===== config.mk =====
export PLATFORM = sky130hd
export DESIGN_NAME = video_timing_gen_flat
export DESIGN_NICKNAME = d
export VERILOG_FILES = /design/src/rtl/vtg_pkg.sv /design/src/rtl/video_timing_gen_if.sv /design/src/rtl/vtg_axis_counter.sv /design/src/rtl/video_timing_gen.sv /design/src/flat_wrapper.sv
export SDC_FILE = /design/constraint.sdc
export NUM_CORES = 1
export LEC_CHECK = 0
export CAP_MARGIN = 20
export CORE_MARGIN = 3
export CORE_UTILIZATION = 53
export DETAILED_ROUTE_END_ITERATION = 16
export PLACE_DENSITY = 0.84
export SYNTH_ARGS = -nofsm -noshare
export SYNTH_HDL_FRONTEND = slang
export SYNTH_HIERARCHICAL = 1
export SYNTH_SLANG_ARGS = --single-unit
export TNS_END_PERCENT = 10

===== constraint.sdc =====
create_clock -name clock_pixel -period 5.65 [get_ports clock_pixel]
set_input_delay 1.13 -clock clock_pixel [delete_from_list [all_inputs] [get_ports clock_pixel]]
set_output_delay 1.13 -clock clock_pixel [all_outputs]
set_load 0.01 [all_outputs]

===== src/rtl/vtg_pkg.sv =====
// Shared timing constants, derived totals and pipeline bundle for video_timing_gen.
// VTG_TEST_PATTERN_EN adds the colour-bar fields to the stage bundle.
package vtg_pkg;

  localparam int unsigned CW = 11;
  localparam int unsigned PIPE_DEPTH = 3;

  localparam int unsigned SVGA_HAPIX = 800;
  localparam int unsigned SVGA_HFPOR = 40;
  localparam int unsigned SVGA_HSPUL = 128;
  localparam int unsigned SVGA_HBPOR = 88;
  localparam int unsigned SVGA_VAPIX = 600;
  localparam int unsigned SVGA_VFPOR = 1;
  localparam int unsigned SVGA_VSPUL = 4;
  localparam int unsigned SVGA_VBPOR = 23;

  localparam int unsigned XGA_HAPIX = 1024;
  localparam int unsigned XGA_HFPOR = 24;
  localparam int unsigned XGA_HSPUL = 136;
  localparam int unsigned XGA_HBPOR = 160;
  localparam int unsigned XGA_VAPIX = 768;
  localparam int unsigned XGA_VFPOR = 3;
  localparam int unsigned XGA_VSPUL = 6;
  localparam int unsigned XGA_VBPOR = 29;

  typedef logic [7:0] chan_t;

  typedef struct packed {
    logic act;
    logic req;
    logic hs;
    logic vs;
    logic fs;
`ifdef VTG_TEST_PATTERN_EN
    logic pat;
    logic [2:0] bar;
`endif
  } vtg_ctl_t;

  function automatic int unsigned htotal(
    input int unsigned a, input int unsigned f,
    input int unsigned s, input int unsigned b);
    return a + f + s + b;
  endfunction

  function automatic int unsigned vtotal(
    input int unsigned a, input int unsigned f,
    input int unsigned s, input int unsigned b);
    return a + f + s + b;
  endfunction

endpackage


===== src/rtl/video_timing_gen_if.sv =====
// Pixel fetch handshake towards the frame source and raster/RGB towards the encoder.
interface video_timing_gen_if;
  import vtg_pkg::*;

  logic  oPixReq;
  logic  iPixValid;
  chan_t iRed;
  chan_t iGreen;
  chan_t iBlue;
  chan_t oRed;
  chan_t oGreen;
  chan_t oBlue;
  logic  SYNC_H;
  logic  SYNC_V;
  logic  DE;
  logic  oFrameStart;
  logic  oUnderflow;

  modport master (
    output oPixReq,
    input  iPixValid, iRed, iGreen, iBlue,
    output oRed, oGreen, oBlue,
    output SYNC_H, SYNC_V, DE,
    output oFrameStart, oUnderflow
  );

  modport slave (
    input  oPixReq,
    output iPixValid, iRed, iGreen, iBlue,
    input  oRed, oGreen, oBlue,
    input  SYNC_H, SYNC_V, DE,
    input  oFrameStart, oUnderflow
  );

endinterface


===== src/rtl/vtg_axis_counter.sv =====
// One raster axis: counts 0..LEN-1 while enabled, pulses wrap on the last count.
module vtg_axis_counter
  import vtg_pkg::*;
#(
  parameter int unsigned LEN = 1056
) (
  input  logic          clk,
  input  logic          rst_n,
  input  logic          en,
  input  logic          clr,
  output logic [CW-1:0] cnt,
  output logic          wrap
);

  localparam logic [CW-1:0] LAST = CW'(LEN - 1);

  assign wrap = en && (cnt == LAST);

  always_ff @(posedge clk or negedge rst_n) begin
    if (!rst_n) begin
      cnt <= '0;
    end else if (clr) begin
      cnt <= '0;
    end else if (en) begin
      cnt <= wrap ? '0 : cnt + 1'b1;
    end
  end

endmodule


===== src/rtl/video_timing_gen.sv =====
// Raster timing + pixel fetch pipeline (S0 count, S1 request, S2 return, S3 output).
// VTG_TEST_PATTERN_EN adds iPatSel and an 8-bar colour pattern.
module video_timing_gen
  import vtg_pkg::*;
#(
  parameter int unsigned HAPIX = SVGA_HAPIX,
  parameter int unsigned HFPOR = SVGA_HFPOR,
  parameter int unsigned HSPUL = SVGA_HSPUL,
  parameter int unsigned HBPOR = SVGA_HBPOR,
  parameter int unsigned VAPIX = SVGA_VAPIX,
  parameter int unsigned VFPOR = SVGA_VFPOR,
  parameter int unsigned VSPUL = SVGA_VSPUL,
  parameter int unsigned VBPOR = SVGA_VBPOR
) (
  input  logic clock_pixel,
  input  logic reset_n,
  input  logic iEnable,
  input  logic iClrErr,
`ifdef VTG_TEST_PATTERN_EN
  input  logic iPatSel,
`endif
  video_timing_gen_if.master vif
);

  localparam int unsigned HTOTAL = htotal(HAPIX, HFPOR, HSPUL, HBPOR);
  localparam int unsigned VTOTAL = vtotal(VAPIX, VFPOR, VSPUL, VBPOR);

  localparam logic [CW-1:0] H_ACT = CW'(HAPIX);
  localparam logic [CW-1:0] HS_ON = CW'(HAPIX + HFPOR);
  localparam logic [CW-1:0] HS_OFF = CW'(HAPIX + HFPOR + HSPUL);
  localparam logic [CW-1:0] V_ACT = CW'(VAPIX);
  localparam logic [CW-1:0] VS_ON = CW'(VAPIX + VFPOR);
  localparam logic [CW-1:0] VS_OFF = CW'(VAPIX + VFPOR + VSPUL);

  logic [CW-1:0] cont_x;
  logic [CW-1:0] cont_y;
  logic h_wrap;
  logic v_wrap;
  logic sof;
  logic uf_set;
  logic [23:0] pix;
  vtg_ctl_t s0, s1, s2;

  vtg_axis_counter #(.LEN(HTOTAL)) u_hcnt (
    .clk  (clock_pixel),
    .rst_n(reset_n),
    .en   (iEnable),
    .clr  (!iEnable),
    .cnt  (cont_x),
    .wrap (h_wrap)
  );

  vtg_axis_counter #(.LEN(VTOTAL)) u_vcnt (
    .clk  (clock_pixel),
    .rst_n(reset_n),
    .en   (h_wrap),
    .clr  (!iEnable),
    .cnt  (cont_y),
    .wrap (v_wrap)
  );

  // Armed at frame end or while stopped; the next active pixel is (0,0).
  always_ff @(posedge clock_pixel or negedge reset_n) begin
    if (!reset_n) begin
      sof <= 1'b1;
    end else if (!iEnable || v_wrap) begin
      sof <= 1'b1;
    end else if (s0.act) begin
      sof <= 1'b0;
    end
  end

  always_comb begin
    s0 = '0;
    s0.act = iEnable && (cont_x < H_ACT) && (cont_y < V_ACT);
    s0.hs = iEnable && (cont_x >= HS_ON) && (cont_x < HS_OFF);
    s0.vs = iEnable && (cont_y >= VS_ON) && (cont_y < VS_OFF);
    s0.fs = s0.act && sof;
`ifdef VTG_TEST_PATTERN_EN
    s0.pat = iPatSel;
    s0.bar = cont_x[9:7];
    s0.req = s0.act && !iPatSel;
`else
    s0.req = s0.act;
`endif
  end

  always_ff @(posedge clock_pixel or negedge reset_n) begin
    if (!reset_n) begin
      s1 <= '0;
      s2 <= '0;
    end else begin
      s1 <= s0;
      s2 <= s1;
    end
  end

  assign vif.oPixReq = s1.req;

  always_comb begin
    uf_set = s2.req && !vif.iPixValid;
    pix = '0;
    if (s2.req && vif.iPixValid) begin
      pix = {vif.iRed, vif.iGreen, vif.iBlue};
    end
`ifdef VTG_TEST_PATTERN_EN
    if (s2.pat && s2.act) begin
      pix = {{8{s2.bar[2]}}, {8{s2.bar[1]}}, {8{s2.bar[0]}}};
    end
`endif
  end

  always_ff @(posedge clock_pixel or negedge reset_n) begin
    if (!reset_n) begin
      vif.SYNC_H <= 1'b1;
      vif.SYNC_V <= 1'b1;
      vif.DE <= 1'b0;
      vif.oFrameStart <= 1'b0;
      vif.oUnderflow <= 1'b0;
      {vif.oRed, vif.oGreen, vif.oBlue} <= '0;
    end else begin
      vif.SYNC_H <= !s2.hs;
      vif.SYNC_V <= !s2.vs;
      vif.DE <= s2.act;
      vif.oFrameStart <= s2.fs;
      {vif.oRed, vif.oGreen, vif.oBlue} <= pix;
      if (uf_set) begin
        vif.oUnderflow <= 1'b1;
      end else if (iClrErr) begin
        vif.oUnderflow <= 1'b0;
      end
    end
  end

endmodule

===== src/flat_wrapper.sv =====
// flat-port wrapper written by rule: the top's interface ports become plain ports
module video_timing_gen_flat import vtg_pkg::*;
#(
  parameter int unsigned HAPIX = SVGA_HAPIX,
  parameter int unsigned HFPOR = SVGA_HFPOR,
  parameter int unsigned HSPUL = SVGA_HSPUL,
  parameter int unsigned HBPOR = SVGA_HBPOR,
  parameter int unsigned VAPIX = SVGA_VAPIX,
  parameter int unsigned VFPOR = SVGA_VFPOR,
  parameter int unsigned VSPUL = SVGA_VSPUL,
  parameter int unsigned VBPOR = SVGA_VBPOR
)
  (clock_pixel, reset_n, iEnable, iClrErr, vif_oPixReq, vif_iPixValid, vif_iRed, vif_iGreen, vif_iBlue, vif_oRed, vif_oGreen, vif_oBlue, vif_SYNC_H, vif_SYNC_V, vif_DE, vif_oFrameStart, vif_oUnderflow);
  video_timing_gen_if vif_i ();
  input  logic clock_pixel;
  input  logic reset_n;
  input  logic iEnable;
  input  logic iClrErr;
  output wire logic [$bits(vif_i.oPixReq)-1:0] vif_oPixReq;
  input wire logic [$bits(vif_i.iPixValid)-1:0] vif_iPixValid;
  input wire logic [$bits(vif_i.iRed)-1:0] vif_iRed;
  input wire logic [$bits(vif_i.iGreen)-1:0] vif_iGreen;
  input wire logic [$bits(vif_i.iBlue)-1:0] vif_iBlue;
  output wire logic [$bits(vif_i.oRed)-1:0] vif_oRed;
  output wire logic [$bits(vif_i.oGreen)-1:0] vif_oGreen;
  output wire logic [$bits(vif_i.oBlue)-1:0] vif_oBlue;
  output wire logic [$bits(vif_i.SYNC_H)-1:0] vif_SYNC_H;
  output wire logic [$bits(vif_i.SYNC_V)-1:0] vif_SYNC_V;
  output wire logic [$bits(vif_i.DE)-1:0] vif_DE;
  output wire logic [$bits(vif_i.oFrameStart)-1:0] vif_oFrameStart;
  output wire logic [$bits(vif_i.oUnderflow)-1:0] vif_oUnderflow;
  assign vif_oPixReq = vif_i.oPixReq;
  assign vif_i.iPixValid = vif_iPixValid;
  assign vif_i.iRed = vif_iRed;
  assign vif_i.iGreen = vif_iGreen;
  assign vif_i.iBlue = vif_iBlue;
  assign vif_oRed = vif_i.oRed;
  assign vif_oGreen = vif_i.oGreen;
  assign vif_oBlue = vif_i.oBlue;
  assign vif_SYNC_H = vif_i.SYNC_H;
  assign vif_SYNC_V = vif_i.SYNC_V;
  assign vif_DE = vif_i.DE;
  assign vif_oFrameStart = vif_i.oFrameStart;
  assign vif_oUnderflow = vif_i.oUnderflow;
  video_timing_gen #(.HAPIX(HAPIX), .HFPOR(HFPOR), .HSPUL(HSPUL), .HBPOR(HBPOR), .VAPIX(VAPIX), .VFPOR(VFPOR), .VSPUL(VSPUL), .VBPOR(VBPOR)) u_core (.clock_pixel(clock_pixel), .reset_n(reset_n), .iEnable(iEnable), .iClrErr(iClrErr), .vif(vif_i));
endmodule

==> impl_metrics.toml <==
[timing]
max_slew.worst_pin.slew_ps = 715
slew_headroom_pct = 52.3
finalHoldViolations = 0
clock.fmax_mhz = 312
maxSlewViolCount = 0
holdWs_ps = 352
rsz0062_at_grt = "no"
tns_ps = 0
period_needed_ps = 3200
setup_ws_ps = 2450
finalCritPeriodShare_pct = 56.7
skew_ps = 9.26
setup_viol = 0

[logic_synthesis]
synth_fa_ha_area_share_pct = 0.994
synth_area_per_cell_um2 = 11.4
synth_ff_type = "dfrtp_1"
yosys_warnings = 6
synth_compound_area_share_pct = 6.01
yosys.area_share.simple_pct = 24.7
seq_area_frac_synth_pct = 59.8
synth_edf_count = 0
synthCells = 221
synth_fp_nets = 252
synth_xor_area_share_pct = 5.57
synthArstFlopShare_pct = 100
muxShareOfSynthArea_pct = 0.398
synth_cell_type_count = 47
synth.ff_latch_count = 60
synth_top_family_by_area = "simple AND/OR/NAND/NOR gates"
syn-cell-area_um2 = 2520

[drt]
dr_total_vias = 1872
wl_per_cell_um = 15.1
first_pass_iters = 4
drcViolationCount = 0
ant_nets = 0
routed_via_density = 5.52
wl_met2_mm = 2.32
top_layer = "met4"
first_iter_violations = 120
drt-met1-wl_mm = 2.32
totalWireLength_mm = 5.13
wl_met3_um = 385

[clock_tree]
cts_root_buf = "clkbuf_8"
post_cts_buffers = 0
cts_resized = 0
clk_pin_slew_worst_paths_ps = 60
ctsHtreeMaxLevel = 3
numClockSinks = 60
cts_buffers = 9
insertion_delay_ps = 330
clockBufferDepth = 2
hold_buffers = 0
cts_tree = "yes"

[grt]
grt_pass1_wl_mm = 8.07
gr-total-overflow = 0
grt_pass1_vias = 1693
grt_use_total_pct = 19.3
antenna_found_initial = 0
grt_start_max_net_pins = 61

[setup_path]
worstReg2RegStart = "u_core/u_hcnt/cnt[0]"
r2r_slack_ps = 3540
worstSetupEndpointType = "flop"
criticalPathCategory = "input pin to flop"
arrival_ps = 3390
path_max_fanout = 15
cp-startpoint = "iEnable"
required_ps = 5830
critPathLaunchType = "input pin"
worstRegToRegCells = 7
r2r_end = "u_core/u_vcnt/cnt[9]"

[run_status]
status = "completed"

[pwr]
p_sw_w = 0.000198
power_density_nw_per_um2 = 260
switching_share_pct = 23.0
p_int_w = 0.000663
pwr-share-seq_pct = 52.4
vdd_drop_max_mv = 0.135
total_power_w = 0.000861
combPwrFrac_pct = 8.5
p_leak_nw = 1.47
pwr-share-clk_pct = 39.2

[floorplan]
coreArea_um2 = 4470
io_pins = 59
die_w_um = 74.9
die_h_um = 74.9
dieArea_um2 = 5610
start_util_pct = 56.3
rows = 24

[layout]
drive_gt1_share_pct = 11.5
mostFrequentLayoutCells = "57 x clkdlybuf4s50_1, 57 x dfrtp_1, 24 x and3_1, 24 x nor2_1, 14 x nand2_1"
antenna_cells = 0
nNetsFinal = 314
syn2layout_area_growth_pct = 31.4
fin_area_um2 = 3310

[placed_design]
dpl.hpwl_mm = 3.40
place.port_buffers = 58
place_ws_ps = 2150
placed_area_um2 = 3130
globalplace.congestion = 0.943

[flow_run]
maxCapViolations = 0

[hold_path]
hold_start = "u_core/s2[0]"
min_to = "u_core/vif.oFrameStart"
min_path_type = "flop to flop"
min_delay_path_depth = 0
final cells by class:
cell class	instances	area (um^2)
clock inverter	4	25.0
inverter	8	30.0
tap	52	65.1
timing repair buffer	59	583
fill	295	1170
multi-input combinational	145	947
clock buffer	11	151
sequential	60	1510
synthesized netlist by cell type (2+ instances only):
cell type / instances / area [um^2]
xor2_1: 7 / 61.3
nor4_2: 2 / 25.0
and3_1: 24 / 150
o21ai_0: 3 / 15.0
nor2_1: 24 / 90.1
dfstp_2: 3 / 78.8
xnor2_1: 9 / 78.8
nand3_1: 6 / 30.0
a21oi_1: 4 / 20.0
nand3b_1: 3 / 22.5
nand4_1: 3 / 18.8
o22ai_1: 2 / 12.5
nor2b_1: 2 / 12.5
nor3_1: 9 / 45.0
dfrtp_1: 57 / 1430
nand2b_1: 4 / 25.0
o21ai_1: 3 / 15.0
inv_1: 8 / 30.0
nand2_1: 14 / 52.6
clkbuf_1: 6 / 22.5
ha_1: 2 / 25.0
logic make-up after synthesis:
family                   after synthesis
adder cells (fa/ha/maj)                2
flip-flops                            60
AND/OR/NAND/NOR                      105
buffers and inverters                 16
XOR/XNOR                              16
AO/OA/AOI/OAI                         21
multiplexers                           1
critical path: stages:
cell and delay (ps):
clkdlybuf4s50_1 820, nor4bb_1 280, and3_4 320, nand3_1 160, nor4_4 260, or2_1 300, o22ai_1 110
worst max path at each step:
stage / to / slack (ps)
floorplan: u_core/u_vcnt/cnt[10] / 2970
global placement: u_core/u_vcnt/cnt[9] / 2210
detailed placement: u_core/u_vcnt/cnt[9] / 2150
CTS: u_core/u_vcnt/cnt[9] / 2490
global route: u_core/u_vcnt/cnt[10] / 2200
finish: u_core/u_vcnt/cnt[9] / 2450
metal layers:
layer | global-route usage, % | up-vias
met4 | 11.5 | 0
met1 | 26.2 | 900
met5 | 0 | -
met2 | 28.6 | 74
met3 | 4.14 | 10
li1 | - | 888
state kept, by name (all words and copies together), names as in the netlist, 3 cells and up:
name               count
u_core/s1              3
u_core/s2              4
u_core/u_hcnt/cnt     11
u_core/u_vcnt/cnt     11
u_core/vif.oBlue       8
u_core/vif.oGreen      8
u_core/vif.oRed        8
power groups by stage:
stage | Clock (W) | Sequential, W | Combinational [W]
after floorplan | 0 | 0.000461 | 0.0000211
final | 0.000337 | 0.000451 | 0.0000730
after CTS | 0.000343 | 0.000451 | 0.0000735
after global routing | 0.000360 | 0.000452 | 0.0000797
after detailed placement | 0 | 0.000459 | 0.0000728
after global placement | 0 | 0.000458 | 0.0000723
through the flow:
step / utilization [%] / std cells
3_3_place_gp: 70.0 / 324
4_1_cts: 73.9 / 339
6_report: 73.9 / 339
2_1_floorplan: - / 221
3_5_place_dp: 70.0 / 324
5_1_grt: 73.9 / 339
Power figures use the tool's default switching activity.
